File: src/rtl/adc_capture_pkg.sv
// rtl/adc_capture_pkg.sv - shared capture-path types and constants
//
// Purpose: state encoding of the ADC write controller and the default
// per-buffer sample count, which the read controller also uses to size
// its bursts.

package adc_capture_pkg;

    localparam int SAMPLES_PER_BUF_DEF = 8192;
    localparam int ADC_DATA_W_DEF      = 16;

    typedef enum logic [4:0] {
        IDLE  = 5'b00001,
        ARMED = 5'b00010,
        FILL1 = 5'b00100,
        FILL2 = 5'b01000,
        DONE  = 5'b10000
    } state_type;

endpackage

File: src/rtl/edge_detect.sv
// rtl/edge_detect.sv - registered rising-edge detector
//
// Purpose: flags the cycle in which sig_i goes from 0 to 1. The history
// register runs in every cycle so a level held before arming never
// counts as an edge.
//
// Ports:
//   clk    - clock
//   rstn   - synchronous active-low reset
//   sig_i  - level input
//   rise_o - high for one cycle on a 0->1 transition of sig_i

module edge_detect (
    input  logic clk,
    input  logic rstn,
    input  logic sig_i,
    output logic rise_o
);

    logic sig_q;

    always_ff @(posedge clk) begin
        if (!rstn) begin
            sig_q <= 1'b0;
        end else begin
            sig_q <= sig_i;
        end
    end

    assign rise_o = sig_i & ~sig_q;

endmodule

File: src/rtl/adc_write_controller.sv
// rtl/adc_write_controller.sv - triggered ADC capture into two ping-pong FIFOs
//
// Purpose: after arm (both FIFOs empty) and a qualified trigger rising
// edge, writes SAMPLES_PER_BUF samples into FIFO1, then into FIFO2, then
// holds full until the reader has drained both FIFOs.
//
// Ports:
//   clk, rstn           - clock, synchronous active-low reset
//   arm, abort          - capture request / return to idle
//   trig                - trigger level (rising edge qualifies)
//   adc_data, adc_valid - sample stream
//   full1/2, empty1/2   - FIFO status flags
//   wr_en1/2, wr_data   - registered FIFO write port (shared data)
//   full                - capture complete, both buffers ready
//   busy                - capture in progress or waiting for drain
//   overflow            - sticky: a sample was dropped on a full FIFO

module adc_write_controller
    import adc_capture_pkg::*;
#(
    parameter int DATA_W          = ADC_DATA_W_DEF,
    parameter int SAMPLES_PER_BUF = SAMPLES_PER_BUF_DEF,
    parameter int CNT_W           = 16
) (
    input  logic              clk,
    input  logic              rstn,
    input  logic              arm,
    input  logic              abort,
    input  logic              trig,
    input  logic [DATA_W-1:0] adc_data,
    input  logic              adc_valid,
    input  logic              full1,
    input  logic              full2,
    input  logic              empty1,
    input  logic              empty2,
    output logic              wr_en1,
    output logic              wr_en2,
    output logic [DATA_W-1:0] wr_data,
    output logic              full,
    output logic              busy,
    output logic              overflow
);

    localparam logic [CNT_W-1:0] LAST_CNT = CNT_W'(SAMPLES_PER_BUF - 1);

    state_type         state_q, state_d;
    logic [CNT_W-1:0]  count_q, count_d;
    logic              wr_en1_q, wr_en1_d;
    logic              wr_en2_q, wr_en2_d;
    logic [DATA_W-1:0] wr_data_q, wr_data_d;
    logic              overflow_q, overflow_d;
    logic              full_q;
    logic              trig_rise;

    edge_detect u_trig_edge (
        .clk    (clk),
        .rstn   (rstn),
        .sig_i  (trig),
        .rise_o (trig_rise)
    );

    always_comb begin
        state_d    = state_q;
        count_d    = count_q;
        wr_en1_d   = 1'b0;
        wr_en2_d   = 1'b0;
        wr_data_d  = wr_data_q;
        overflow_d = overflow_q;

        if (abort) begin
            // A strobe already in wr_enX_q still goes out this cycle;
            // only new acceptances are suppressed.
            state_d = IDLE;
            count_d = '0;
        end else begin
            unique case (state_q)
                IDLE: begin
                    if (arm && empty1 && empty2) begin
                        state_d    = ARMED;
                        overflow_d = 1'b0;
                    end
                end
                ARMED: begin
                    if (trig_rise && adc_valid) begin
                        wr_en1_d  = 1'b1;
                        wr_data_d = adc_data;
                        count_d   = CNT_W'(1);
                        state_d   = FILL1;
                    end
                end
                FILL1: begin
                    if (adc_valid) begin
                        if (full1) begin
                            // Dropped sample is not redirected to FIFO2.
                            overflow_d = 1'b1;
                            count_d    = '0;
                            state_d    = FILL2;
                        end else begin
                            wr_en1_d  = 1'b1;
                            wr_data_d = adc_data;
                            if (count_q == LAST_CNT) begin
                                count_d = '0;
                                state_d = FILL2;
                            end else begin
                                count_d = count_q + 1'b1;
                            end
                        end
                    end
                end
                FILL2: begin
                    if (adc_valid) begin
                        if (full2) begin
                            overflow_d = 1'b1;
                            count_d    = '0;
                            state_d    = DONE;
                        end else begin
                            wr_en2_d  = 1'b1;
                            wr_data_d = adc_data;
                            if (count_q == LAST_CNT) begin
                                count_d = '0;
                                state_d = DONE;
                            end else begin
                                count_d = count_q + 1'b1;
                            end
                        end
                    end
                end
                DONE: begin
                    if (empty1 && empty2) begin
                        state_d = IDLE;
                    end
                end
                default: begin
                    state_d = IDLE;
                    count_d = '0;
                end
            endcase
        end
    end

    always_ff @(posedge clk) begin
        if (!rstn) begin
            state_q    <= IDLE;
            count_q    <= '0;
            wr_en1_q   <= 1'b0;
            wr_en2_q   <= 1'b0;
            wr_data_q  <= '0;
            overflow_q <= 1'b0;
            full_q     <= 1'b0;
        end else begin
            state_q    <= state_d;
            count_q    <= count_d;
            wr_en1_q   <= wr_en1_d;
            wr_en2_q   <= wr_en2_d;
            wr_data_q  <= wr_data_d;
            overflow_q <= overflow_d;
            // Registered from the next state so full tracks DONE exactly,
            // never asserting in ARMED.
            full_q     <= (state_d == DONE);
        end
    end

    assign wr_en1   = wr_en1_q;
    assign wr_en2   = wr_en2_q;
    assign wr_data  = wr_data_q;
    assign full     = full_q;
    assign busy     = (state_q != IDLE);
    assign overflow = overflow_q;

endmodule

File: config.mk
export PLATFORM = sky130hd
export DESIGN_NAME = adc_write_controller
export DESIGN_NICKNAME = d
export VERILOG_FILES = /design/src/rtl/adc_capture_pkg.sv /design/src/rtl/edge_detect.sv /design/src/rtl/adc_write_controller.sv
export SDC_FILE = /design/constraint.sdc
export NUM_CORES = 1
export LEC_CHECK = 0
export ABC_AREA = 0
export CORE_ASPECT_RATIO = 1.75
export CORE_MARGIN = 8
export CORE_UTILIZATION = 50
export CTS_CLUSTER_DIAMETER = 200
export DETAILED_ROUTE_END_ITERATION = 6
export PLACE_DENSITY = 0.79
export SYNTH_ARGS = -nofsm -noshare
export SYNTH_HDL_FRONTEND = slang
export SYNTH_SLANG_ARGS = --single-unit
File: constraint.sdc
create_clock -name clk -period 4.5 [get_ports clk]
set_input_delay 0.675 -clock clk [delete_from_list [all_inputs] [get_ports clk]]
set_output_delay 0.675 -clock clk [all_outputs]
set_load 0.02 [all_outputs]
; Word level (Yosys, flattened, before mapping)
; Index checks and enable logic that the tools add are counted.
[totals]
output_inout_bits = 21
wordCells = 79
regBits = 42
inputBits = 26
[op_classes]
reduce_logical = 12
bitwise_logic = 7
n_eq_ne = 16
add_sub_neg = 1
mux = 35
[op_table]
columns = cell, n
row1 = $mux W16, 11
row2 = $pmux W16 S4, 1
row3 = $mux W5, 10
row4 = $pmux W16 S3, 1
row5 = $pmux W5 S5, 1
row6 = $add A16 B1 Y16 const B, 1
row7 = $eq A16 B13 Y1 const B, 1
row8 = $ne A2 B2 Y1 const B, 8
row9 = $reduce_and A7 Y1, 2
row10 = $eq A5 B5 Y1 const B, 2
row11 = $mux W1, 9
row12 = $not A1 Y1, 6
row13 = $reduce_bool A3 Y1, 2
row14 = $eq A5 B1 Y1 const B, 1
row15 = $eq A5 B2 Y1 const B, 1
row16 = $eq A5 B3 Y1 const B, 1
row17 = $eq A5 B4 Y1 const B, 1
row18 = $ne A5 B1 Y1 const B, 1
row19 = $logic_and A1 B1 Y1, 4
row20 = $reduce_and A4 Y1, 1
row21 = $reduce_or A2 Y1, 2
row22 = $reduce_or A4 Y1, 1
row23 = $pmux W1 S3, 1
row24 = $pmux W1 S2, 1
row25 = $and A1 B1 Y1, 1

; Depth between registers and ports, before layout
[logic_depth]
ltp_word = 7
ltp_mapped = 8
depth_no_buf = 6

; Cells and area by module
; A second synthesis with hierarchy kept.
[unflattened]
hier_cells = 247
area_unflattened_um2 = 2163.3
[modules_own_cells]
columns = mod, cells_per_inst, area_per_inst_um2, seq_area_each_um2, n_inst
row1 = adc_write_controller, 244, 2123.3, 820.8, 1
row2 = edge_detect, 3, 40.0, 20.0, 1

; Least setup slack after synthesis
; No wires, ideal clock.
[synth_path]
path_type = input to register
startpoint = in full1
endpoint = reg wr_data_q[10] (netlist: wr_data[10])
path_stages = 6
path_slack_ns = 2.284
setup_ns = 0.116
t_required_ns = 4.384
path_buffers = 1
t_arrival_ns = 2.100
cell_sequence = nor3b_2 > o211ai_2 > a2111oi_4 > buf_6 > mux2i_1 > nor2b_1
[synth_via]
elab_chain_cells = 2
[synth_rtl]
columns = element, line_no
row1 = start: declaration, adc_write_controller.sv:32  ; input logic full1,
row2 = $ne A2 B2 Y1 (no source line), --
row3 = $reduce_and A7 Y1 (no source line), --
row4 = end signal: assignment, adc_write_controller.sv:155  ; wr_data_q <= wr_data_d;
row5 = end: declaration, adc_write_controller.sv:50  ; logic [DATA_W-1:0] wr_data_q, wr_data_d;
; No other way between the ends.
; A chain may end at the register's enable or synchronous reset.

; Worst setup path after layout
[layout_path]
startpoint = in adc_valid
endpoint = reg count_q[6]
[layout_via]
elab_chain_cells = 3
elab_cells_between_ends = 5
cone_classes = eq/ne (3) / reduce/logical (2)
[layout_rtl]
columns = element, line_no
row1 = start: declaration, adc_write_controller.sv:31  ; input logic adc_valid,
row2 = $logic_and A1 B1 Y1, adc_write_controller.sv:84  ; if (trig_rise && adc_valid) begin
row3 = $ne A2 B2 Y1 (no source line), --
row4 = $reduce_and A4 Y1 (no source line) *, --
row5 = end signal: assignment, adc_write_controller.sv:152  ; count_q <= count_d;
row6 = end: declaration, adc_write_controller.sv:47  ; logic [CNT_W-1:0] count_q, count_d;
; Every way passes the cells marked *; elsewhere a longest branch is shown, timed or not.

==> flow_metrics.env <==
export IMPL_clock_sinks=42
export IMPL_drive_gt1_share_pct=8.19
export IMPL_wirelength_um=5740
export IMPL_start_util_pct=50.9
export IMPL_root_buffer="clkbuf_8"
export IMPL_leakagePower_nw=0.860
export IMPL_maxCapViolations=0
export IMPL_grt_remaining_overflow=0
export IMPL_gp_congestion=0.834
export IMPL_io_buffers=46
export IMPL_ys_ff_latch=42
export IMPL_reg2reg_to="count_q[6]"
export IMPL_vias=2000
export IMPL_yosysUniqueCellTypes=52
export IMPL_hold_start="count_q[11]"
export IMPL_tns_ns=0
export IMPL_clkSlewWorstSetupHoldPaths_ns=0.08
export IMPL_p_sw_share_pct=20.6
export IMPL_fin_nets=307
export IMPL_max_slew_margin_pct=34.8
export IMPL_wl_per_cell_um=17.3
export IMPL_post_cts_setup_buffers=0
export IMPL_grt_usage_pct=17.7
export IMPL_multiInputGateArea_um2=1230
export IMPL_synth_warnings=0
export IMPL_grt_pass1_wl_um=9400
export IMPL_grt_max_degree=21
export IMPL_antenna_found_initial=0
export IMPL_dr_first_iter_drc_count=106
export IMPL_setup_viol=0
export IMPL_rr_startpoint="state_q[3]"
export IMPL_p_int_mw=0.623
export IMPL_avgSynthCellArea_um2=9.13
export IMPL_viasPerCell=6.02
export IMPL_io_pins=47
export IMPL_hold_viol_final=0
export IMPL_clk_latency_ns=0.30
export IMPL_cts_htree_levels=2
export IMPL_syn_cell_area_um2=2180
export IMPL_syn2layout_area_growth_pct=27.5
export IMPL_p_comb_share_pct=6.4
export IMPL_outcome="complete, no violations"
export IMPL_worst_slew_pin_slew_ns=0.975
export IMPL_diodes=0
export IMPL_worst_path_buf_inv=1
export IMPL_pwr_share_seq_pct=47.7
export IMPL_placedCellCount=324
export IMPL_die_h_um=103
export IMPL_synthFlopType="dfxtp_1"
export IMPL_path_cells="clkdlybuf4s50_1, or4_1, a21oi_2, nor3_1, a32o_1"
export IMPL_power_mw=0.784
export IMPL_slowest_delay_ns=0.64
export IMPL_timing_fmax_ghz=0.373
export IMPL_finalClockSkew_ns=0.00579
export IMPL_rrSetupSlack_ns=2.09
export IMPL_critPathKind="primary input to flip-flop"
export IMPL_clockBufferDepth=2
export IMPL_rsz0062_at_grt="false"
export IMPL_synth_edf_count=0
export IMPL_whs_ns=0.511
export IMPL_synthArstFlopShare_pct=0
export IMPL_period_share_pct=59.6
export IMPL_drc=0
export IMPL_numCtsBuffers=5
export IMPL_holdPathEnd="count_q[11]"
export IMPL_crit_path_end_kind="flip-flop"
export IMPL_dp_hpwl_um=4180
export IMPL_r2r_cells=5
export IMPL_power_per_cell_area_nw_per_um2=282
export IMPL_cts_tree="yes"
export IMPL_placementRows=32
export IMPL_clkPwrFrac_pct=45.9
export IMPL_crit_required_ns=4.70
export IMPL_synth_seq_area_share_pct=38.5
export IMPL_fill_cells=346
export IMPL_slowest_stage="a21oi_2"
export IMPL_fin_cells=332
export IMPL_crit_family="compound AO/OA/AOI/OAI gates"
export IMPL_cp_start_kind="primary input"
export IMPL_coreArea_um2=4280
export IMPL_irDropWorstVdd_mv=0.304
export IMPL_antenna_left=0
export IMPL_p_switching_mw=0.161
export IMPL_slew_viol_final=0
export IMPL_die_w_um=65.9
export IMPL_dieArea_um2=6820
export IMPL_hold_class="flip-flop to flip-flop"
export IMPL_cts_resized=0
export IMPL_worstPathMaxFanout=18
export IMPL_grt_pass1_vias=1984
export IMPL_synth_fp_nets=266
export IMPL_drt_first_pass_iters=4
export IMPL_holdPathStages=2
export IMPL_holdBufCountCts=0
export IMPL_crit_arrival_ns=2.88
export IMPL_period_minus_slack_ns=2.68
export IMPL_netlist_instances=239
export IMPL_seq_area_um2=841
kinds of logic (layout without fill, tap and decap cells):
group / Yosys count / after routing / synth area share [%]
AOI/OAI and AO/OA: 58 / 58 / 20.5
and+or+nand+nor: 100 / 100 / 27.4
buffers and inverters: 20 / 62 / 4.87
xor gates and xnor gates: 2 / 2 / 0.803
muxes: 16 / 16 / 7.34
adders and majority gates: 1 / 1 / 0.573
DFF: 42 / 42 / 38.5
metrics by stage:
stage                     utilization [%]  setup WS, ns  instance area [µm²]
final                                65.0          1.82                 2780
after global routing                 65.0          1.67                 2780
after CTS                            65.0          1.82                 2780
after detailed placement             61.7          1.53                 2650
after global placement               61.7          1.56                 2650
after floorplan                         -          2.28                 2180
worst min-delay path: cells and delay by family (launching register included):
kind	cells	cell delay, ns
AO/OA/AOI/OAI	1	0.07
flip-flops	1	0.33
AND/OR/NAND/NOR	1	0.06
final cells by class:
type / count / share of cell area [%]
Clock inverter: 3 / 2.47
Clock buffer: 5 / 2.47
Inverter: 4 / 0.540
Tap cell: 51 / 2.29
Timing Repair Buffer: 50 / 17.6
Multi-Input combinational cell: 177 / 44.4
Sequential cell: 42 / 30.2
registers in the layout, summed over array words and instances (netlist names):
register / count
wr_data: 16
u_trig_edge.sig_q: 1
full: 1
state_q: 5
count_q: 16
wr_en1: 1
wr_en2: 1
overflow: 1
synthesized netlist by cell type, types with 2 or more instances:
library cell  instances  area (µm²)
and3_1                2        12.5
a32o_1                5        50.1
inv_1                 3        11.3
buf_6                 3        33.8
a21oi_1              12        60.1
nor3_1               12        60.1
or3_1                 3        18.8
and4_1                2        17.5
nor3b_1               2        15.0
dfxtp_1              42         841
a211o_1               5        43.8
nand4_1               6        37.5
a211oi_1              5        37.5
nand2_1              13        48.8
nand2b_1              5        31.3
nand3b_1              3        22.5
clkbuf_1              6        22.5
and2_1                2        12.5
nand3_1              10        50.1
a31oi_1               2        12.5
buf_2                 7        35.0
o21ai_0               8        40.0
or4_1                 2        15.0
mux2i_1              16         160
nor2b_1              18         113
nor4b_1               3        26.3
nor2_1                9        33.8
o311ai_0              6        52.6
o41ai_1               4        35.0
worst max path at each step:
stage,slack (ns),cells after the start,start,to
global placement,1.56,5,adc_valid,count_q[7]
floorplan,2.28,6,full1,wr_data[10]
CTS,1.82,5,adc_valid,count_q[10]
detailed placement,1.53,5,adc_valid,count_q[6]
finish,1.82,5,adc_valid,count_q[6]
global route,1.67,5,adc_valid,count_q[7]
layer usage:
metal  vias up  global-route usage, %  wire length (µm)
met2        64                   33.9              3150
met4         0                   6.61                89
li1        986                      -                 -
met1       940                   16.5              2130
met5         -                      0                 0
met3        10                   5.93               365
placed cells by master (no fill, tap or decap), types with 6 or more instances in the layout:
cell,synthesis,routed
nor2b_1,18,18
nor2_1,9,9
dfxtp_1,42,42
nand3_1,10,10
mux2i_1,16,16
o311ai_0,6,6
o21ai_0,8,8
clkdlybuf4s50_1,0,46
nand4_1,6,6
a21oi_1,12,12
nor3_1,12,12
nand2_1,13,13
power by group through the flow:
stage	registers, mW	logic, mW	clock network, mW
after global routing	0.374	0.0537	0.377
final	0.374	0.0501	0.360
after CTS	0.374	0.0500	0.363
after detailed placement	0.382	0.0496	0
after floorplan	0.381	0.0204	0
after global placement	0.382	0.0491	0
(Power assumes the default switching activity.)
